### src/rtl/reset_sequencer.sv
// -----------------------------------------------------------------------------
// reset_sequencer
// Staged reset release for the CPC2 core. After a fixed hold period and a
// filtered PLL lock, the NUM_STAGES domain resets are released one at a time.
// Each release waits STAGE_DELAY counted clocks, and a stage's count only
// advances while the previous stage reports ready. PLL lock loss sends the
// block back to LOCK_WAIT. A soft reset pulse restarts the whole sequence
// from HOLD.
//
// Ports
//   clock_i          system clock, rising edge
//   reset_i          asynchronous active-high reset
//   pll_locked_i     asynchronous PLL lock, synchronised with two flops
//   soft_reset_i     synchronous restart request
//   stage_ready_i    per-stage init-complete flags, synchronous to clock_i
//   n_stage_reset_o  per-stage active-low resets (registered)
//   all_released_o   every stage released and the last stage ready
//   state_o          debug: 0=HOLD 1=LOCK_WAIT 2=RELEASE 3=RUN
// -----------------------------------------------------------------------------
module reset_sequencer #(
  parameter int NUM_STAGES      = 4,
  parameter int STAGE_DELAY     = 16,
  parameter int LOCK_FILTER     = 8,
  parameter int SOFT_RESET_HOLD = 64
) (
  input  logic                  clock_i,
  input  logic                  reset_i,
  input  logic                  pll_locked_i,
  input  logic                  soft_reset_i,
  input  logic [NUM_STAGES-1:0] stage_ready_i,
  output logic [NUM_STAGES-1:0] n_stage_reset_o,
  output logic                  all_released_o,
  output logic [1:0]            state_o
);

  localparam int HOLD_W  = (SOFT_RESET_HOLD > 1) ? $clog2(SOFT_RESET_HOLD) : 1;
  localparam int FILT_W  = (LOCK_FILTER > 1) ? $clog2(LOCK_FILTER) : 1;
  localparam int DELAY_W = (STAGE_DELAY > 1) ? $clog2(STAGE_DELAY) : 1;
  // The index can reach NUM_STAGES, meaning "all stages issued, waiting on the
  // last ready". That is why it is one value wider than a plain stage index.
  localparam int IDX_W   = $clog2(NUM_STAGES + 1);

  typedef enum logic [1:0] {
    ST_HOLD      = 2'd0,
    ST_LOCK_WAIT = 2'd1,
    ST_RELEASE   = 2'd2,
    ST_RUN       = 2'd3
  } state_e;

  state_e                  state_q;
  logic [HOLD_W-1:0]       hold_cnt_q;
  logic [FILT_W-1:0]       filter_cnt_q;
  logic [DELAY_W-1:0]      delay_cnt_q;
  logic [IDX_W-1:0]        idx_q;
  logic [NUM_STAGES-1:0]   n_reset_q;
  logic                    all_released_q;
  logic                    lock_meta_q;
  logic                    lock_s_q;

  logic [NUM_STAGES-1:0]   stage_sel;
  logic [NUM_STAGES-1:0]   prev_sel;
  logic                    count_en;
  logic                    all_issued;

  // Two-flop synchroniser for the asynchronous PLL lock.
  always_ff @(posedge clock_i or posedge reset_i) begin
    if (reset_i) begin
      lock_meta_q <= 1'b0;
      lock_s_q    <= 1'b0;
    end else begin
      // NOTE: sequential state uses non-blocking assignments so every flop
      // samples pre-edge values; blocking here would collapse the two stages.
      lock_meta_q <= pll_locked_i;
      lock_s_q    <= lock_meta_q;
    end
  end

  // Stage selection is done with shifted masks rather than variable bit
  // selects, because idx_q may legitimately point one past the last stage.
  always_comb begin
    // NOTE: every combinational output gets a default first so no path can
    // leave it unassigned and infer a latch.
    stage_sel  = '0;
    prev_sel   = '0;
    count_en   = 1'b0;
    all_issued = (idx_q == IDX_W'(NUM_STAGES));
    stage_sel  = NUM_STAGES'(1) << idx_q;
    if (idx_q == '0) begin
      count_en = 1'b1;
    end else begin
      prev_sel = NUM_STAGES'(1) << (idx_q - IDX_W'(1));
      count_en = |(stage_ready_i & prev_sel);
    end
  end

  always_ff @(posedge clock_i or posedge reset_i) begin
    if (reset_i) begin
      state_q        <= ST_HOLD;
      hold_cnt_q     <= '0;
      filter_cnt_q   <= '0;
      delay_cnt_q    <= '0;
      idx_q          <= '0;
      n_reset_q      <= '0;
      all_released_q <= 1'b0;
    end else if (soft_reset_i) begin
      // Soft reset wins over everything, including lock loss.
      state_q        <= ST_HOLD;
      hold_cnt_q     <= '0;
      filter_cnt_q   <= '0;
      delay_cnt_q    <= '0;
      idx_q          <= '0;
      n_reset_q      <= '0;
      all_released_q <= 1'b0;
    end else begin
      case (state_q)
        ST_HOLD: begin
          if (hold_cnt_q == HOLD_W'(SOFT_RESET_HOLD - 1)) begin
            state_q      <= ST_LOCK_WAIT;
            hold_cnt_q   <= '0;
            filter_cnt_q <= '0;
          end else begin
            hold_cnt_q <= hold_cnt_q + HOLD_W'(1);
          end
        end

        ST_LOCK_WAIT: begin
          if (!lock_s_q) begin
            filter_cnt_q <= '0;
          end else if (filter_cnt_q == FILT_W'(LOCK_FILTER - 1)) begin
            state_q      <= ST_RELEASE;
            filter_cnt_q <= '0;
            idx_q        <= '0;
            delay_cnt_q  <= '0;
          end else begin
            filter_cnt_q <= filter_cnt_q + FILT_W'(1);
          end
        end

        ST_RELEASE, ST_RUN: begin
          if (!lock_s_q) begin
            // Lock loss skips HOLD; the clocks are usable again once relocked.
            state_q        <= ST_LOCK_WAIT;
            n_reset_q      <= '0;
            all_released_q <= 1'b0;
            filter_cnt_q   <= '0;
            idx_q          <= '0;
            delay_cnt_q    <= '0;
          end else if (state_q == ST_RELEASE) begin
            if (all_issued) begin
              if (stage_ready_i[NUM_STAGES-1]) begin
                state_q        <= ST_RUN;
                all_released_q <= 1'b1;
              end
            end else if (count_en) begin
              if (delay_cnt_q == DELAY_W'(STAGE_DELAY - 1)) begin
                n_reset_q   <= n_reset_q | stage_sel;
                delay_cnt_q <= '0;
                idx_q       <= idx_q + IDX_W'(1);
              end else begin
                delay_cnt_q <= delay_cnt_q + DELAY_W'(1);
              end
            end
          end
        end

        default: state_q <= ST_HOLD;
      endcase
    end
  end

  assign n_stage_reset_o = n_reset_q;
  assign all_released_o  = all_released_q;
  assign state_o         = state_q;

endmodule

### config.mk
export PLATFORM = sky130hd
export DESIGN_NAME = reset_sequencer
export DESIGN_NICKNAME = d
export VERILOG_FILES = /design/src/rtl/reset_sequencer.sv
export SDC_FILE = /design/constraint.sdc
export NUM_CORES = 1
export LEC_CHECK = 0
export CAP_MARGIN = 10
export CELL_PAD_IN_SITES_DETAIL_PLACEMENT = 1
export CELL_PAD_IN_SITES_GLOBAL_PLACEMENT = 1
export CORE_ASPECT_RATIO = 1.1
export CORE_MARGIN = 1.5
export CORE_UTILIZATION = 49
export CTS_BUF_LIST = sky130_fd_sc_hd__clkbuf_4
export DETAILED_ROUTE_END_ITERATION = 12
export PLACE_DENSITY = 0.95
export RECOVER_POWER = 50
export SETUP_SLACK_MARGIN = 0.3
export SLEW_MARGIN = 10
export SYNTH_ARGS = -nofsm -noshare
export SYNTH_HDL_FRONTEND = slang
export SYNTH_SLANG_ARGS = --single-unit
### constraint.sdc
create_clock -name clock_i -period 2.9 [get_ports clock_i]
set_input_delay 0.29 -clock clock_i [delete_from_list [all_inputs] [get_ports clock_i]]
set_output_delay 0.29 -clock clock_i [all_outputs]
set_load 0.05 [all_outputs]
==> results.sh <==
export IMPL_hold_ws_ns=0.376
export IMPL_startpoint_type="flip-flop"
export IMPL_critPathKind="reg2reg"
export IMPL_yosys_area_top_type="dfrtp_1"
export IMPL_drc=0
export IMPL_outcome="complete, no violations"
export IMPL_async_reset_ff_frac=1.00
export IMPL_slew_headroom=0.374
export IMPL_cp_arrival_ns=2.46
export IMPL_grt_max_degree=26
export IMPL_finalCriticalPeriod_ns=2.24
export IMPL_synth_edf_count=0
export IMPL_synth_top_area_share=0.441
export IMPL_synthTopCellsByArea="dfrtp_1 (44%), ha_1 (9.7%), inv_1 (3.2%), nor2_1 (3.2%), a22o_1 (3.1%)"
export IMPL_ant_nets=0
export IMPL_finalSetupViolCount=0
export IMPL_critPathCaptureType="flip-flop"
export IMPL_netlist_area_um2=1420
export IMPL_worst_pin_slew_ns=0.938
export IMPL_drtPass1Iterations=4
export IMPL_vias_per_cell=6.11
export IMPL_p_leak_nw=0.747
export IMPL_postCtsHoldBufs=0
export IMPL_nFillCells=316
export IMPL_grt_pass1_wl_um=5560
export IMPL_root_buffer="clkbuf_4"
export IMPL_numCtsBuffers=3
export IMPL_fmax_mhz=447
export IMPL_synth_top_flop_cell="dfrtp_1"
export IMPL_r2r_start="idx_q[0]"
export IMPL_cts_tree="yes"
export IMPL_ys_seq_elements=25
export IMPL_syn2layout_area_growth_pct=13.8
export IMPL_power_mw=0.646
export IMPL_drtIter0Drc=24
export IMPL_port_buffer_count=14
export IMPL_synth_net_count=160
export IMPL_die_area_um2=3230
export IMPL_vias=1154
export IMPL_synth_cell_types=43
export IMPL_numClockSinks=25
export IMPL_layout_drive_gt1_share=0.0769
export IMPL_grt_use_total=0.242
export IMPL_h_tree_depth=1
export IMPL_diodes=0
export IMPL_yosys_warnings=0
export IMPL_power_density_nw_per_um2=400
export IMPL_period_share=0.771
export IMPL_tns_ns=0
export IMPL_dp_cells=185
export IMPL_final_nets=176
export IMPL_clk_pin_slew_ns=0.13
export IMPL_finClkSkew_ns=0.00212
export IMPL_dp_hpwl_um=2620
export IMPL_peakVddDrop_uv=368
export IMPL_hp_class="reg2reg"
export IMPL_dieHeight_um=59.4
export IMPL_synth_cells=141
export IMPL_grt_pass1_vias=1214
export IMPL_clk_path_buf_depth=2
export IMPL_initial_core_util=0.515
export IMPL_worstPathRequired_ns=3.13
export IMPL_clock_latency_ns=0.32
export IMPL_cts_resized_gates=0
export IMPL_hold_path_startpoint="lock_meta_q"
export IMPL_row_count=20
export IMPL_wl_um=3380
export IMPL_grt_overflow=0
export IMPL_crit_fanout=11
export IMPL_cp_startpoint="idx_q[0]"
export IMPL_final_cells=189
export IMPL_antenna_found_initial=0
export IMPL_routabilityCongestion=0.819
export IMPL_core_area_um2=2750
export IMPL_avgSynthCellArea_um2=10.1
export IMPL_maxSlewViolCount=0
export IMPL_die_w_um=54.3
export IMPL_post_cts_buffers=0
export IMPL_wl_per_cell_um=17.9
export IMPL_rsz0062_at_grt="false"
export IMPL_hold_violations=0
export IMPL_drv_cap=0
export IMPL_io_pin_count=15
export IMPL_ys_seq_area_frac=0.441
==> cell usage after synthesis, types with 2 or more instances <==
master / number
a21oi_1: 5
a22o_1: 5
a41oi_1: 3
and3_1: 4
clkbuf_1: 2
dfrtp_1: 25
ha_1: 11
inv_1: 12
nand2_1: 6
nand3_1: 3
nor2_1: 12
nor3_1: 4
o211a_1: 2
o211ai_1: 3
o21a_1: 2
o21ai_0: 8
o22ai_1: 4
or2_2: 2
or3_1: 2
xor2_1: 3
==> power breakdown <==
part | internal [mW] | switching [mW]
Combinational | 0.0383 | 0.0549
Sequential | 0.364 | 0.0223
Clock | 0.0633 | 0.103
Total | 0.466 | 0.180
==> per-layer routing <==
metal  vias to the layer above  part of all wire  wire, um  global-route usage
met5                         -                 0         0                   0
met4                         0             0.016        55              0.0857
met3                         5             0.020        69              0.0227
met2                        18              0.55      1840               0.453
met1                       581              0.42      1410               0.278
li1                        550                 -         -                   -
==> sequential cells by signal (all words and copies together) (netlist names) <==
name and count:
hold_cnt_q 6, delay_cnt_q 4, idx_q 3, lock_meta_q 1, n_stage_reset_o 4, all_released_o 1
filter_cnt_q 3, lock_s_q 1, state_o 2
==> cell usage in the layout, fill, tap and decap left out, types with 5 or more instances in the layout <==
master and instances:
dfrtp_1 25, ha_1 11, nand2_1 6, a21oi_1 5, o21ai_0 8, inv_1 12, clkdlybuf4s50_1 12, a22o_1 5
nor2_1 12
==> path summary, 6_finish.rpt <==
path | to | slack, ns | cells past startpoint
min in group asynchronous | filter_cnt_q[2] | 0.61 | 2
max in group asynchronous | delay_cnt_q[3] | 1.73 | 2
max | delay_cnt_q[3] | 0.66 | 6
min | lock_s_q | 0.38 | 0
min reg2reg | lock_s_q | 0.38 | 0
max reg2reg | delay_cnt_q[3] | 0.66 | 6
==> metrics by stage <==
stage / util / worst slack [ns] / instance area (um2)
3_3_place_gp: 0.575 / 0.786 / 1580
6_report: 0.586 / 0.663 / 1610
2_1_floorplan: - / 1.09 / 1420
3_5_place_dp: 0.575 / 0.689 / 1580
5_1_grt: 0.586 / 0.444 / 1610
4_1_cts: 0.586 / 0.663 / 1610
==> critical path, cell delays in order (launching register included) <==
cell and delay (ns):
dfrtp_1 0.47, inv_1 0.13, ha_1 0.33, a21oi_1 0.09
a221oi_2 0.64, o211ai_2 0.13, a222oi_1 0.35
==> layout make-up <==
class	instances	area (um2)	share of cell area
clock buffer	4	30.0	0.0186
inverter	13	48.8	0.0302
multi-input combinational	99	721	0.447
sequential	25	626	0.388
tap	33	41.3	0.0256
timing repair buffer	15	148	0.0915
==> cells by family after synthesis <==
kind of cell / synth area share
AO/OA/AOI/OAI: 0.242
XOR/XNOR: 0.0247
adder cells (fa/ha/maj): 0.0970
buffers and inverters: 0.0511
flip-flops: 0.441
AND/OR/NAND/NOR: 0.145
Note: power is estimated with default switching activity, not from simulation.
